===== config.mk =====
export PLATFORM = sky130hd
export DESIGN_NAME = agc_loop_ctrl
export DESIGN_NICKNAME = d
export VERILOG_FILES = /design/src/rtl/agc_pkg.sv /design/src/rtl/agc_window_counter.sv /design/src/rtl/agc_loop_ctrl.sv
export SDC_FILE = /design/constraint.sdc
export NUM_CORES = 1
export LEC_CHECK = 0
export CORE_MARGIN = 10
export CORE_UTILIZATION = 59
export CTS_BUF_LIST = sky130_fd_sc_hd__clkbuf_8
export DETAILED_ROUTE_END_ITERATION = 7
export GPL_ROUTABILITY_DRIVEN = 1
export HOLD_SLACK_MARGIN = 0.08
export PLACE_DENSITY = 0.82
export REMOVE_ABC_BUFFERS = 1
export SLEW_MARGIN = 40
export SYNTH_ARGS = -nofsm -noshare
export SYNTH_HDL_FRONTEND = slang
export SYNTH_SLANG_ARGS = --single-unit

===== constraint.sdc =====
create_clock -name clk -period 3.6 [get_ports clk]
set_clock_uncertainty 0.05 [all_clocks]
set_input_delay 0.36 -clock clk [delete_from_list [all_inputs] [get_ports clk]]
set_output_delay 0.36 -clock clk [all_outputs]
set_load 0.01 [all_outputs]

===== src/rtl/agc_pkg.sv =====
// Shared constants for the AGC loop controller: FSM state codes and
// adjustment direction values.
package agc_pkg;

  localparam logic [2:0] IDLE   = 3'd0;
  localparam logic [2:0] DETECT = 3'd1;
  localparam logic [2:0] ADJUST = 3'd2;
  localparam logic [2:0] SETTLE = 3'd3;
  localparam logic [2:0] DONE   = 3'd4;

  localparam logic UP = 1'b1;
  localparam logic DN = 1'b0;

  function automatic logic is_running(input logic [2:0] st);
    return (st == DETECT) || (st == ADJUST) || (st == SETTLE);
  endfunction

endpackage


===== src/rtl/agc_window_counter.sv =====
// Counts 2**CNT_W sample strobes per window, accumulating the number of
// "above target" samples and the AND of the in-range qualifier.
module agc_window_counter #(
  parameter int CNT_W = 4
) (
  input  logic           clk,
  input  logic           RESETn,
  input  logic           clr,
  input  logic           en,
  input  logic           indicator,
  input  logic           in_range,
  output logic [CNT_W:0] high_nxt,
  output logic           all_nxt,
  output logic           window_end
);

  logic [CNT_W-1:0] win_cnt;
  logic [CNT_W:0]   high_cnt;
  logic             all_in;

  // Next-values include the current sample so the window-end strobe is evaluated.
  assign high_nxt   = high_cnt + {{CNT_W{1'b0}}, indicator};
  assign all_nxt    = all_in & in_range;
  assign window_end = en && (win_cnt == {CNT_W{1'b1}});

  always_ff @(posedge clk or negedge RESETn) begin
    if (!RESETn) begin
      win_cnt  <= '0;
      high_cnt <= '0;
      all_in   <= 1'b1;
    end else if (clr) begin
      win_cnt  <= '0;
      high_cnt <= '0;
      all_in   <= 1'b1;
    end else if (en) begin
      if (window_end) begin
        win_cnt  <= '0;
        high_cnt <= '0;
        all_in   <= 1'b1;
      end else begin
        win_cnt  <= win_cnt + {{(CNT_W-1){1'b0}}, 1'b1};
        high_cnt <= high_nxt;
        all_in   <= all_nxt;
      end
    end
  end

endmodule


===== src/rtl/agc_loop_ctrl.sv =====
// AGC loop controller: detect/adjust/settle windows, coarse-then-fine gain
// stepping with clamping, lock detection and preamble timeout.
module agc_loop_ctrl import agc_pkg::*; #(
  parameter int CNT_W       = 4,
  parameter int PRE_W       = 8,
  parameter int PRE_LIMIT   = 127,
  parameter int GAIN_W      = 5,
  parameter int GAIN_INIT   = 16,
  parameter int GAIN_MIN    = 0,
  parameter int GAIN_MAX    = 31,
  parameter int STEP_COARSE = 4,
  parameter int STEP_FINE   = 1,
  parameter int LOCK_CNT    = 3
) (
  input  logic              clk,
  input  logic              RESETn,
  input  logic              start,
  input  logic              sample_vld,
  input  logic              indicator,
  input  logic              in_range,
  input  logic              done_ext,
  output logic [GAIN_W-1:0] gain,
  output logic              gain_upd,
  output logic              detect_mode,
  output logic              adjust,
  output logic              up_dn,
  output logic              locked,
  output logic              timeout,
  output logic              saturated,
  output logic [2:0]        state_o
);

  localparam int LK_W = $clog2(LOCK_CNT + 1);

  localparam logic [GAIN_W:0]   STEP_C   = (GAIN_W+1)'(STEP_COARSE);
  localparam logic [GAIN_W:0]   STEP_F   = (GAIN_W+1)'(STEP_FINE);
  localparam logic [GAIN_W:0]   MIN_C    = (GAIN_W+1)'(GAIN_MIN);
  localparam logic [GAIN_W:0]   MAX_C    = (GAIN_W+1)'(GAIN_MAX);
  localparam logic [GAIN_W-1:0] INIT_C   = GAIN_W'(GAIN_INIT);
  localparam logic [CNT_W:0]    HALF_C   = (CNT_W+1)'(2**(CNT_W-1));
  localparam logic [PRE_W-1:0]  PRE_LAST = PRE_W'(PRE_LIMIT - 1);
  localparam logic [LK_W-1:0]   LK_LAST  = LK_W'(LOCK_CNT - 1);

  logic [2:0]        state, state_nxt;
  logic [GAIN_W-1:0] gain_q;
  logic [PRE_W-1:0]  pre_cnt;
  logic [LK_W-1:0]   lock_cnt;
  logic              up_dn_q, dir_q, have_prev, fine_q;
  logic              locked_q, timeout_q, sat_q, upd_q;

  logic              running, counting, cnt_en, cnt_clr;
  logic [CNT_W:0]    high_nxt;
  logic              all_nxt, win_end;
  logic              pre_hit, det_lock, reversal;
  logic [GAIN_W:0]   step, g_ext, g_sum, g_dif;
  logic [GAIN_W-1:0] gain_new;
  logic              clamp;

  assign running  = is_running(state);
  assign counting = (state == DETECT) || (state == SETTLE);
  assign cnt_en   = sample_vld && counting;
  assign cnt_clr  = !counting;

  agc_window_counter #(.CNT_W(CNT_W)) u_win (
    .clk        (clk),
    .RESETn     (RESETn),
    .clr        (cnt_clr),
    .en         (cnt_en),
    .indicator  (indicator),
    .in_range   (in_range),
    .high_nxt   (high_nxt),
    .all_nxt    (all_nxt),
    .window_end (win_end)
  );

  assign pre_hit  = running && sample_vld && (pre_cnt == PRE_LAST);
  assign det_lock = (state == DETECT) && win_end && all_nxt && (lock_cnt == LK_LAST);

  // The reversal cycle itself already uses the fine step.
  assign reversal = have_prev && (dir_q != up_dn_q);
  assign step     = (fine_q || reversal) ? STEP_F : STEP_C;
  assign g_ext    = {1'b0, gain_q};
  assign g_sum    = g_ext + step;
  assign g_dif    = g_ext - step;

  always_comb begin
    gain_new = gain_q;
    clamp    = 1'b0;
    if (dir_q == UP) begin
      if (g_sum > MAX_C) begin
        gain_new = MAX_C[GAIN_W-1:0];
        clamp    = 1'b1;
      end else begin
        gain_new = g_sum[GAIN_W-1:0];
      end
    end else begin
      if (g_ext < (MIN_C + step)) begin
        gain_new = MIN_C[GAIN_W-1:0];
        clamp    = 1'b1;
      end else begin
        gain_new = g_dif[GAIN_W-1:0];
      end
    end
  end

  always_comb begin
    state_nxt = state;
    if (!start) begin
      state_nxt = IDLE;
    end else begin
      case (state)
        IDLE:   state_nxt = DETECT;
        DETECT, ADJUST, SETTLE: begin
          if (done_ext || det_lock || pre_hit) begin
            state_nxt = DONE;
          end else if (state == DETECT) begin
            if (win_end && !all_nxt) state_nxt = ADJUST;
          end else if (state == ADJUST) begin
            state_nxt = SETTLE;
          end else if (win_end) begin
            state_nxt = DETECT;
          end
        end
        DONE:    state_nxt = DONE;
        default: state_nxt = IDLE;
      endcase
    end
  end

  always_ff @(posedge clk or negedge RESETn) begin
    if (!RESETn) begin
      state     <= IDLE;
      gain_q    <= INIT_C;
      pre_cnt   <= '0;
      lock_cnt  <= '0;
      up_dn_q   <= UP;
      dir_q     <= UP;
      have_prev <= 1'b0;
      fine_q    <= 1'b0;
      locked_q  <= 1'b0;
      timeout_q <= 1'b0;
      sat_q     <= 1'b0;
      upd_q     <= 1'b0;
    end else begin
      state <= state_nxt;
      upd_q <= 1'b0;
      if (state == IDLE && start) begin
        gain_q    <= INIT_C;
        pre_cnt   <= '0;
        lock_cnt  <= '0;
        have_prev <= 1'b0;
        fine_q    <= 1'b0;
        locked_q  <= 1'b0;
        timeout_q <= 1'b0;
        sat_q     <= 1'b0;
      end else if (running && start) begin
        if (sample_vld && (pre_cnt != {PRE_W{1'b1}})) pre_cnt <= pre_cnt + PRE_W'(1);
        // An external abort wins over everything, including a same-cycle adjust.
        if (!done_ext) begin
          if (det_lock)     locked_q  <= 1'b1;
          else if (pre_hit) timeout_q <= 1'b1;
          if (state == DETECT && win_end) begin
            if (all_nxt) begin
              lock_cnt <= lock_cnt + LK_W'(1);
            end else begin
              lock_cnt <= '0;
              dir_q    <= (high_nxt > HALF_C) ? DN : UP;
            end
          end
          if (state == ADJUST) begin
            gain_q    <= gain_new;
            upd_q     <= (gain_new != gain_q);
            up_dn_q   <= dir_q;
            have_prev <= 1'b1;
            if (clamp)    sat_q  <= 1'b1;
            if (reversal) fine_q <= 1'b1;
          end
        end
      end
    end
  end

  assign gain        = gain_q;
  assign gain_upd    = upd_q;
  assign detect_mode = (state == DETECT);
  assign adjust      = (state == ADJUST);
  assign up_dn       = up_dn_q;
  assign locked      = locked_q;
  assign timeout     = timeout_q;
  assign saturated   = sat_q;
  assign state_o     = state;

endmodule


==> run_results.csv, run 1 <==
group,metric,value,unit
worst_setup_path,timing.rr.end,"gain_upd",
global_route,grt_max_degree,20,
clocking,cts.hold.buffers_added,0,
floorplanning,floorplan.core_area,3661,µm²
placed_design,place_hpwl,3.650,mm
clocking,clockRootBuffer,"sky130_fd_sc_hd__clkbuf_8",
timing,grt_setup_unrepaired,"false",
timing,min_period,2.958,ns
timing,timing.final.max_slew_violations,0,
yosys,post-synth-top-area-fraction,36.10,%
worst_setup_path,reg_to_reg_slack_setup,0.64,ns
routing,drt_first_pass_iters,6,
yosys,synth_async_sr_flop_share,100.0,%
clocking,cts_sinks,36,
worst_setup_path,critical_path_origin,"dir_q",
cells_and_area,finish.net_count,296,
worst_setup_path,crit_arrival,3.12,ns
timing,min_period_over_period,82.16,%
power,p_comb_share,7.3,%
floorplanning,design.portCount,22,
yosys,synth_cell_types,48,
timing,max_freq,338.1,MHz
worst_setup_path,timing.critical_path.to_type,"register",
routing,overall_via_count_from_detail_route,1958,
power,swShare,20.59,%
clocking,clkSlewWorstSetupHoldPaths,0.07,ns
clocking,cts_post_setup_buffers_inserted,0,
floorplanning,die_width,81.32,µm
yosys,post-synth-top-area-cell,"sky130_fd_sc_hd__dfrtp_1",
yosys,synthFlopType,"sky130_fd_sc_hd__dfrtp_1",
cells_and_area,instances_no_fill,326,
power,cellInternalPower,0.7871,mW
global_route,gr-usage-all-layers,15.76,%
clocking,postCtsResizedCells,0,
power,report.power.total,0.9912,mW
status,status,"finished clean",
timing,worst_slew_pin_slew,0.5055,ns
yosys,yosysSeqAreaShare,40.83,%
clocking,tritoncts,"done",
worst_setup_path,r2r_start,"dir_q",
floorplanning,initial_utilization,60.59,%
routing,vias_per_cell,6.006,
routing,detailed_route_wl,4.943,mm
placed_design,place.gp.congestion,0.9144,
timing,final_report_hold_violation_count,0,
global_route,grt-ovfl-total,0,
run,timing.max_cap.violations,0,
timing,final-setup-viol-count,0,
timing,final.setup.tns,0,ns
timing,worst_slew_margin_rel,66.17,%
power,static_power_due_to_leakage,1.130,nW
clocking,clock_latency,0.29,ns
yosys,ff_latch_count_synth,36,
worst_hold_path,worst_hold_path_type,"register to register",
placed_design,pre_cts_slack,0.6675,ns
yosys,synthesis.area_per_instance,8.803,µm²
clocking,clock_tree.buffer_depth,2,
floorplanning,die_y,81.32,µm
worst_setup_path,worstPathRequired,3.76,ns
cells_and_area,final_layout_size_suffix_gt1_share,8.633,%
power,power_density,375.4,nW/µm²
cells_and_area,sequential_cell_area,905.9,µm²
worst_setup_path,reg2reg_depth,9,
power,clockPowerShare,50.1,%
yosys,post_synth_instance_area,2218,µm²
placed_design,portBuffers,21,
routing,drtAntennaViolNets,0,
clocking,cts_buffer_count,5,
power,worst_ir_drop_vdd,0.3577,mV
clocking,cts_htree_levels,2,
cells_and_area,combined_area_of_the_multi_input_logic_cells,1244,µm²
power,netSwitchingPower,0.2041,mW
yosys,number_of_enable_type_register_cells_in_the_synthesized_netlist,0,
global_route,grt_antenna_before_repair,0,
yosys,yosys-top-cells-area,"sky130_fd_sc_hd__dfrtp_1, sky130_fd_sc_hd__ha_1, sky130_fd_sc_hd__o21ai_0",
floorplanning,fp.dieArea,6613,µm²
cells_and_area,final.fill_count,274,
routing,drc,0,
routing,drt_iter0_markers,147,
power,power_frac_seq,42.6,%
timing,setup_slack,0.6423,ns
yosys,syn_inst,252,
routing,route.detailed.wl_per_inst,15.16,µm
worst_setup_path,timing.setup.critical_path_class,"register to register",
worst_setup_path,critPathMaxFanout,15,
cells_and_area,insertedDiodeCount,0,
placed_design,dp.cells,317,
floorplanning,placementRows,22,
cells_and_area,fin_util,72.11,%
worst_setup_path,critPathLaunchType,"register",
global_route,number_of_global_route_vias_before_repair,1792,
worst_setup_path,setup.worst_path.end,"gain_upd",
yosys,ys_warn_count,0,
global_route,grt_first_pass_wirelength,8.328,mm
cells_and_area,area_growth,19.01,%
-- worst max-delay path, stage by stage, from the launching register on --
cell and delay (ns):
sky130_fd_sc_hd__dfstp_2 0.68, sky130_fd_sc_hd__xor2_1 0.10, sky130_fd_sc_hd__a21oi_1 0.24, sky130_fd_sc_hd__inv_1 0.12
sky130_fd_sc_hd__ha_1 0.56, sky130_fd_sc_hd__and3b_1 0.27, sky130_fd_sc_hd__o21ai_0 0.28, sky130_fd_sc_hd__nand2b_1 0.09
sky130_fd_sc_hd__a311o_1 0.35, sky130_fd_sc_hd__a21oi_1 0.14
-- synthesized netlist by cell type, types with 2 or more instances --
cell type                  number
sky130_fd_sc_hd__nand4_1        3
sky130_fd_sc_hd__clkbuf_1       2
sky130_fd_sc_hd__a22oi_1        2
sky130_fd_sc_hd__nand3_1        9
sky130_fd_sc_hd__xnor2_1       10
sky130_fd_sc_hd__a22o_1         3
sky130_fd_sc_hd__a21o_1         2
sky130_fd_sc_hd__a21oi_1       14
sky130_fd_sc_hd__nand2b_1       3
sky130_fd_sc_hd__buf_2          3
sky130_fd_sc_hd__o22ai_1        2
sky130_fd_sc_hd__or3_1          4
sky130_fd_sc_hd__dfrtp_1       32
sky130_fd_sc_hd__ha_1          12
sky130_fd_sc_hd__nor3_1        11
sky130_fd_sc_hd__o31ai_1        5
sky130_fd_sc_hd__nor2_1        30
sky130_fd_sc_hd__dfstp_2        4
sky130_fd_sc_hd__a211oi_1       2
sky130_fd_sc_hd__nor3b_1        2
sky130_fd_sc_hd__and2_1         5
sky130_fd_sc_hd__nand3b_1       2
sky130_fd_sc_hd__inv_1         13
sky130_fd_sc_hd__nand2_1       24
sky130_fd_sc_hd__xor2_1         3
sky130_fd_sc_hd__o21ai_0       28
-- per-stage QoR --
step / area (µm²) / hold slack, ns
floorplan: 2196 / 0.01441
global placement: 2474 / 0.4195
detailed placement: 2474 / 0.4251
CTS: 2633 / 0.4423
global route: 2640 / 0.4553
finish: 2640 / 0.4441
-- kinds of logic (layout without fill, tap and decap cells) --
kind of cell / Yosys count / in the layout / share of synthesized area (%)
simple gates: 104 / 104 / 23.86
mux: 1 / 1 / 0.4512
buf+inv: 18 / 44 / 3.215
compound gates: 68 / 68 / 19.74
flops: 36 / 36 / 40.83
fa+ha+maj: 12 / 12 / 6.768
xor+xnor: 13 / 13 / 5.133
-- power groups by stage --
stage,registers [mW],clock network (mW),logic [mW]
after floorplan,0.429,0,0.0372
after global placement,0.429,0,0.0715
after detailed placement,0.430,0,0.0721
after CTS,0.422,0.500,0.0727
after global routing,0.424,0.522,0.0821
final,0.422,0.497,0.0724
-- layout by cell type (no fill, tap or decap), types with 3 or more instances in the layout --
cell                              netlist  final
sky130_fd_sc_hd__ha_1                  12     12
sky130_fd_sc_hd__inv_1                 13     13
sky130_fd_sc_hd__o31ai_1                5      5
sky130_fd_sc_hd__xor2_1                 3      3
sky130_fd_sc_hd__clkbuf_8               0      5
sky130_fd_sc_hd__nor2_1                30     29
sky130_fd_sc_hd__and2_1                 5      5
sky130_fd_sc_hd__nand4_1                3      3
sky130_fd_sc_hd__nand2_1               24     24
sky130_fd_sc_hd__dfstp_2                4      4
sky130_fd_sc_hd__a22o_1                 3      3
sky130_fd_sc_hd__clkdlybuf4s50_1        0     20
sky130_fd_sc_hd__bufinv_16              0      3
sky130_fd_sc_hd__o21ai_0               28     28
sky130_fd_sc_hd__or3_1                  4      4
sky130_fd_sc_hd__a21oi_1               14     14
sky130_fd_sc_hd__nand2b_1               3      3
sky130_fd_sc_hd__xnor2_1               10     10
sky130_fd_sc_hd__dfrtp_1               32     32
sky130_fd_sc_hd__nor3_1                11     11
sky130_fd_sc_hd__nand3_1                9      9
-- how the worst min path moves through the flow --
stage	from	to	slack (ns)	depth (start not counted)
after CTS	u_win.win_cnt[3]	u_win.win_cnt[3]	0.44	1
after global routing	u_win.win_cnt[3]	u_win.win_cnt[3]	0.46	1
after global placement	u_win.win_cnt[3]	u_win.win_cnt[3]	0.42	1
final	u_win.win_cnt[3]	u_win.win_cnt[3]	0.44	1
after detailed placement	u_win.win_cnt[3]	u_win.win_cnt[3]	0.43	1
after floorplan	RESETn	fine_q	0.01	0
-- cell type report --
| cell class | instances | share of cell area (%) |
|---|---|---|
| tap | 48 | 2.275 |
| multi-input combinational | 198 | 47.11 |
| timing repair buffer | 23 | 8.436 |
| clock inverter | 3 | 3.412 |
| inverter | 13 | 1.848 |
| clock buffer | 5 | 2.607 |
| sequential | 36 | 34.31 |
-- registers in the layout, summed over array words and instances, names as in the netlist --
register	flops
pre_cnt	8
gain	5
u_win.high_cnt	5
u_win.win_cnt	4
state_o	3
lock_cnt	2
dir_q	1
fine_q	1
gain_upd	1
have_prev	1
locked	1
saturated	1
timeout	1
u_win.all_in	1
up_dn	1
-- routing by layer --
metal | GRT usage [%] | wire length (µm) | vias to the layer above
met1 | 19.92 | 2127 | 919
met2 | 24.80 | 2359 | 70
met5 | 0 | 0 | -
met4 | 5.709 | 114 | 0
met3 | 4.857 | 342 | 16
li1 | - | - | 953
(Power assumes the default switching activity.)
==> run 2: changes to the inputs <==
clock period = 2.9 ns   (was 3.6 ns; I/O delays follow)
==> run_results.csv, run 2 (synthesis gave the netlist of run 1 again) <==
group,metric,value,unit
cells_and_area,instances_no_fill,327,
placed_design,dp.cells,320,
global_route,grt_max_degree,37,
timing,min_period,2.590,ns
routing,drt_iter0_markers,78,
clocking,cts_buffer_count,5,
global_route,gr-usage-all-layers,15.99,%
worst_setup_path,timing.setup.critical_path_class,"register to register",
floorplanning,initial_utilization,60.59,%
timing,final-setup-viol-count,0,
routing,detailed_route_wl,5.024,mm
cells_and_area,final.fill_count,295,
worst_setup_path,critical_path_origin,"up_dn",
placed_design,pre_cts_slack,0.2625,ns
worst_setup_path,timing.critical_path.to_type,"register",
worst_setup_path,crit_arrival,2.75,ns
timing,timing.final.max_slew_violations,0,
worst_setup_path,largest_delay_contributor_family_on_the_critical_path,"compound AO/OA/AOI/OAI gates",
clocking,cts.hold.buffers_added,0,
placed_design,place_area,2496,µm²
routing,drt_first_pass_iters,4,
worst_setup_path,slowest_stage_cell_on_the_critical_path,"sky130_fd_sc_hd__dfstp_2",
global_route,grt-ovfl-total,0,
cells_and_area,final_layout_size_suffix_gt1_share,8.602,%
clocking,tritoncts,"done",
cells_and_area,commonest_non_fill_non_tap_cell_in_the_layout,"sky130_fd_sc_hd__dfrtp_1",
worst_setup_path,critPathMaxFanout,7,
routing,vias_per_cell,5.930,
timing,setup_slack,0.3100,ns
clocking,cts_htree_levels,2,
global_route,grt_antenna_before_repair,0,
floorplanning,die_width,81.32,µm
worst_setup_path,path_cells,"xor2_1 > a21oi_1 > inv_1 > ha_2 > buf_4 > a21oi_1 > a221o_1 > xnor2_1 > a311o_1 > a21oi_1",
clocking,clock_latency,0.28,ns
routing,drtAntennaViolNets,0,
global_route,grt_first_pass_wirelength,8.411,mm
floorplanning,die_y,81.32,µm
timing,max_freq,386.1,MHz
power,report.power.total,0.9398,mW
placed_design,place.gp.congestion,0.9288,
routing,overall_via_count_from_detail_route,1939,
worst_setup_path,worstPathRequired,3.06,ns
timing,final.setup.tns,0,ns
floorplanning,placementRows,22,
routing,route.detailed.wl_per_inst,15.36,µm
clocking,clockRootBuffer,"sky130_fd_sc_hd__clkbuf_8",
clocking,clock_tree.buffer_depth,2,
timing,final_report_hold_violation_count,0,
timing,worst_slew_pin_slew,0.5525,ns
clocking,clkSlewWorstSetupHoldPaths,0.06,ns
timing,worst_slew_margin_rel,63.03,%
run,timing.max_cap.violations,0,
worst_setup_path,r2r_start,"up_dn",
worst_setup_path,worst_path_most_repeated_cell,"sky130_fd_sc_hd__a21oi_1",
status,status,"finished clean",
routing,drc,0,
placed_design,place_hpwl,3.704,mm
cells_and_area,finish.net_count,298,
cells_and_area,leading_cell_types_in_the_layout_fill_and_taps_excluded,"sky130_fd_sc_hd__dfrtp_1, sky130_fd_sc_hd__nor2_1, sky130_fd_sc_hd__o21ai_0, sky130_fd_sc_hd__nand2_1, sky130_fd_sc_hd__clkdlybuf4s50_1",
placed_design,portBuffers,21,
floorplanning,design.portCount,22,
global_route,number_of_global_route_vias_before_repair,1846,
clocking,cts_sinks,36,
worst_setup_path,critPathLaunchType,"register",
power,static_power_due_to_leakage,1.104,nW
power,worst_ir_drop_vdd,0.2871,mV
floorplanning,floorplan.core_area,3661,µm²
cells_and_area,max_flop_register,"pre_cnt",
cells_and_area,area_growth,16.13,%
timing,min_period_over_period,89.31,%
cells_and_area,largest_reg_flops,8,
floorplanning,fp.dieArea,6613,µm²
power,power_density,364.8,nW/µm²
worst_hold_path,worst_hold_path_type,"input port to asynchronous set/reset pin",
worst_setup_path,cp_slowest_stage_delay,0.54,ns
timing,grt_setup_unrepaired,"false",
cells_and_area,insertedDiodeCount,0,
worst_setup_path,worst-path-buf-inv,2,
cells_and_area,final_area,2576,µm²
## run 2: area by class of cell
cell class                      count  area, µm²  area share [%]
Clock buffer                        5      68.82           2.671
Inverter                           13      48.80           1.894
Clock inverter                      2      8.758          0.3400
Timing Repair Buffer               25      240.2           9.325
Tap cell                           48      60.06           2.331
Multi-Input combinational cell    198       1244           48.28
Sequential cell                    36      905.9           35.16
## run 2: what timing repair did
item	CTS	global route
setup endpoints to repair	0	1
setup buffers	0	0
resized for setup	0	1
## run 2: final timing paths
check | slack (ns) | cells past startpoint | endpoint
max in group asynchronous | 2.09 | 2 | gain[4]
min in group clk | 0.45 | 1 | u_win.win_cnt[3]
min reg2reg | 0.45 | 1 | u_win.win_cnt[3]
min | 0.37 | 2 | u_win.win_cnt[0]
max | 0.31 | 10 | gain_upd
max reg2reg | 0.31 | 10 | gain_upd
## run 2: metrics by stage
| stage | util, % | hold slack (ns) |
|---|---|---|
| floorplan | - | -0.05559 |
| global placement | 68.18 | 0.4183 |
| detailed placement | 68.18 | 0.4230 |
| CTS | 70.30 | 0.3785 |
| global route | 70.37 | 0.4291 |
| finish | 70.37 | 0.3706 |
## run 2: per-layer routing
metal,vias to the layer above,track usage (%),wire [µm]
li1,945,-,-
met1,915,19.39,2202
met4,0,7.612,130
met5,-,0,0
met3,15,4.967,296
met2,64,25.28,2395
## run 2: power breakdown
| group | switching [mW] | total (mW) | internal (mW) |
|---|---|---|---|
| registers | 0.0117 | 0.525 | 0.513 |
| logic | 0.0559 | 0.0911 | 0.0352 |
| clock network | 0.165 | 0.324 | 0.159 |
==> run 3: changes to the inputs <==
--- a/config.mk
+++ b/config.mk
@@ -15,2 +15,3 @@
 export REMOVE_ABC_BUFFERS = 1
+export SKIP_LAST_GASP = 1
 export SLEW_MARGIN = 40
==> constraint.sdc (replaced) <==
create_clock -name clk -period 2.9 [get_ports clk]
set_clock_uncertainty 0.05 [all_clocks]
set_input_delay 0.58 -clock clk [delete_from_list [all_inputs] [get_ports clk]]
set_output_delay 0.58 -clock clk [all_outputs]
set_load 0.01 [all_outputs]
==> run_results.csv, run 3 (synthesis gave the netlist of run 1 again) <==
group,metric,value,unit
placed_design,place_hpwl,3.819,mm
worst_setup_path,reg2reg_depth,9,
timing,timing.final.max_slew_violations,0,
placed_design,place_area,2496,µm²
cells_and_area,final_area,2609,µm²
worst_setup_path,timing.setup.critical_path_class,"register to register",
worst_setup_path,critPathMaxFanout,7,
routing,route.detailed.wl_per_inst,15.29,µm
cells_and_area,final_layout_size_suffix_gt1_share,9.507,%
timing,worst_slew_margin_rel,66.58,%
timing,final-setup-viol-count,0,
clocking,clkSlewWorstSetupHoldPaths,0.07,ns
clocking,cts_htree_levels,2,
global_route,grt_max_degree,37,
timing,max_freq,376.4,MHz
routing,met2_length,2.442,mm
clocking,cts_sinks,36,
floorplanning,floorplan.core_area,3661,µm²
worst_hold_path,worst_hold_path_type,"register to register",
routing,overall_via_count_from_detail_route,1947,
timing,min_period,2.657,ns
worst_setup_path,critPathLaunchType,"register",
cells_and_area,area_growth,17.60,%
routing,drc,0,
placed_design,dp.cells,320,
cells_and_area,insertedDiodeCount,0,
timing,worst_slew_pin_slew,0.4995,ns
status,status,"finished clean",
cells_and_area,finish.net_count,302,
cells_and_area,commonest_non_fill_non_tap_cell_in_the_layout,"sky130_fd_sc_hd__dfrtp_1",
routing,detailed_route_wl,5.077,mm
cells_and_area,instances_no_fill,332,
timing,grt_setup_unrepaired,"false",
floorplanning,placementRows,22,
clocking,clock_tree.buffer_depth,2,
clocking,cts_buffer_count,5,
clocking,clock_latency,0.29,ns
global_route,grt_first_pass_wirelength,8.535,mm
worst_hold_path,worst_hold_path.endpoint,"u_win.win_cnt[3]",
worst_setup_path,r2r_start,"up_dn",
worst_setup_path,reg_to_reg_slack_setup,0.24,ns
routing,drt_iter0_markers,100,
clocking,clockRootBuffer,"sky130_fd_sc_hd__clkbuf_8",
routing,routed.top_layer,"met4",
power,static_power_due_to_leakage,1.132,nW
cells_and_area,leading_cell_types_in_the_layout_fill_and_taps_excluded,"sky130_fd_sc_hd__dfrtp_1, sky130_fd_sc_hd__nor2_1, sky130_fd_sc_hd__o21ai_0, sky130_fd_sc_hd__nand2_1, sky130_fd_sc_hd__clkdlybuf4s50_1",
routing,drt_first_pass_iters,4,
timing,final.setup.tns,0,ns
timing,final_report_hold_violation_count,0,
worst_hold_path,worstHoldStart,"u_win.win_cnt[3]",
worst_setup_path,worstPathRequired,3.02,ns
floorplanning,die_y,81.32,µm
cells_and_area,fin_util,71.26,%
cells_and_area,max_flop_register,"pre_cnt",
floorplanning,fp.dieArea,6613,µm²
run,timing.max_cap.violations,0,
power,power_density,361.3,nW/µm²
floorplanning,die_width,81.32,µm
placed_design,portBuffers,21,
clocking,tritoncts,"done",
global_route,grt-ovfl-total,0,
routing,met3WireLength,337,µm
routing,drtAntennaViolNets,0,
worst_hold_path,hold_path_depth,1,
global_route,number_of_global_route_vias_before_repair,1908,
worst_setup_path,crit_arrival,2.78,ns
routing,met1_length,2.150,mm
placed_design,place.gp.congestion,0.9000,
global_route,grt_antenna_before_repair,0,
routing,vias_per_cell,5.864,
cells_and_area,largest_reg_flops,8,
clocking,cts.hold.buffers_added,0,
power,worst_ir_drop_vdd,0.2806,mV
global_route,gr-usage-all-layers,16.29,%
floorplanning,design.portCount,22,
timing,min_period_over_period,91.62,%
worst_setup_path,timing.critical_path.to_type,"register",
floorplanning,initial_utilization,60.59,%
worst_setup_path,timing.rr.end,"gain_upd",
-- run 3: how the worst max path moves through the flow --
stage / start / to / cells past startpoint
2_1_floorplan: dir_q / gain_upd / 9
3_3_place_gp: up_dn / gain_upd / 10
3_5_place_dp: up_dn / gain_upd / 9
4_1_cts: up_dn / gain_upd / 9
5_1_grt: up_dn / gain_upd / 9
6_report: up_dn / gain_upd / 9
-- run 3: power breakdown --
part           switching (mW)  internal, mW
logic                  0.0553        0.0354
registers              0.0114         0.513
clock network           0.168         0.160
-- run 3: layout make-up --
type,count,area (µm²)
flip-flops and latches,36,905.9
repair buffers,29,270.3
well taps,48,60.06
multi-input cells,198,1244
clock buffers,5,68.82
inverters,13,48.80
fillers,295,1052
clock inverters,3,11.26
-- run 3: what timing repair did --
| action | in CTS | in global routing |
|---|---|---|
| buffers inserted | 0 | 4 |
| hold endpoints to repair | 0 | 0 |
| endpoints found under the setup margin | 0 | 1 |
| gates resized for setup | 0 | 1 |
-- run 3: stage by stage --
step / total power [mW] / hold slack [ns] / setup slack, ns
2_1_floorplan: 0.5787 / 0.2344 / 0.2491
3_3_place_gp: 0.6240 / 0.4180 / 0.2978
3_5_place_dp: 0.6254 / 0.4341 / 0.2046
4_1_cts: 0.9501 / 0.4475 / 0.2006
5_1_grt: 0.9861 / 0.4663 / 0.02492
6_report: 0.9426 / 0.4482 / 0.2430
-- run 3: layer usage --
layer | up-vias | global-route usage [%]
met1 | 909 | 18.81
met2 | 61 | 27.49
met4 | 0 | 6.747
met5 | - | 0
li1 | 963 | -
met3 | 14 | 4.857
-- run 3: worst max-delay path: stages, from the launching register on --
cell and delay (ns):
sky130_fd_sc_hd__dfstp_2 0.54, sky130_fd_sc_hd__xor2_1 0.07, sky130_fd_sc_hd__a21oi_1 0.23, sky130_fd_sc_hd__inv_1 0.13, sky130_fd_sc_hd__ha_2 0.35, sky130_fd_sc_hd__a2111oi_4 0.49, sky130_fd_sc_hd__o22ai_1 0.18, sky130_fd_sc_hd__xnor2_1 0.19
sky130_fd_sc_hd__nor4_2 0.23, sky130_fd_sc_hd__a21oi_1 0.09
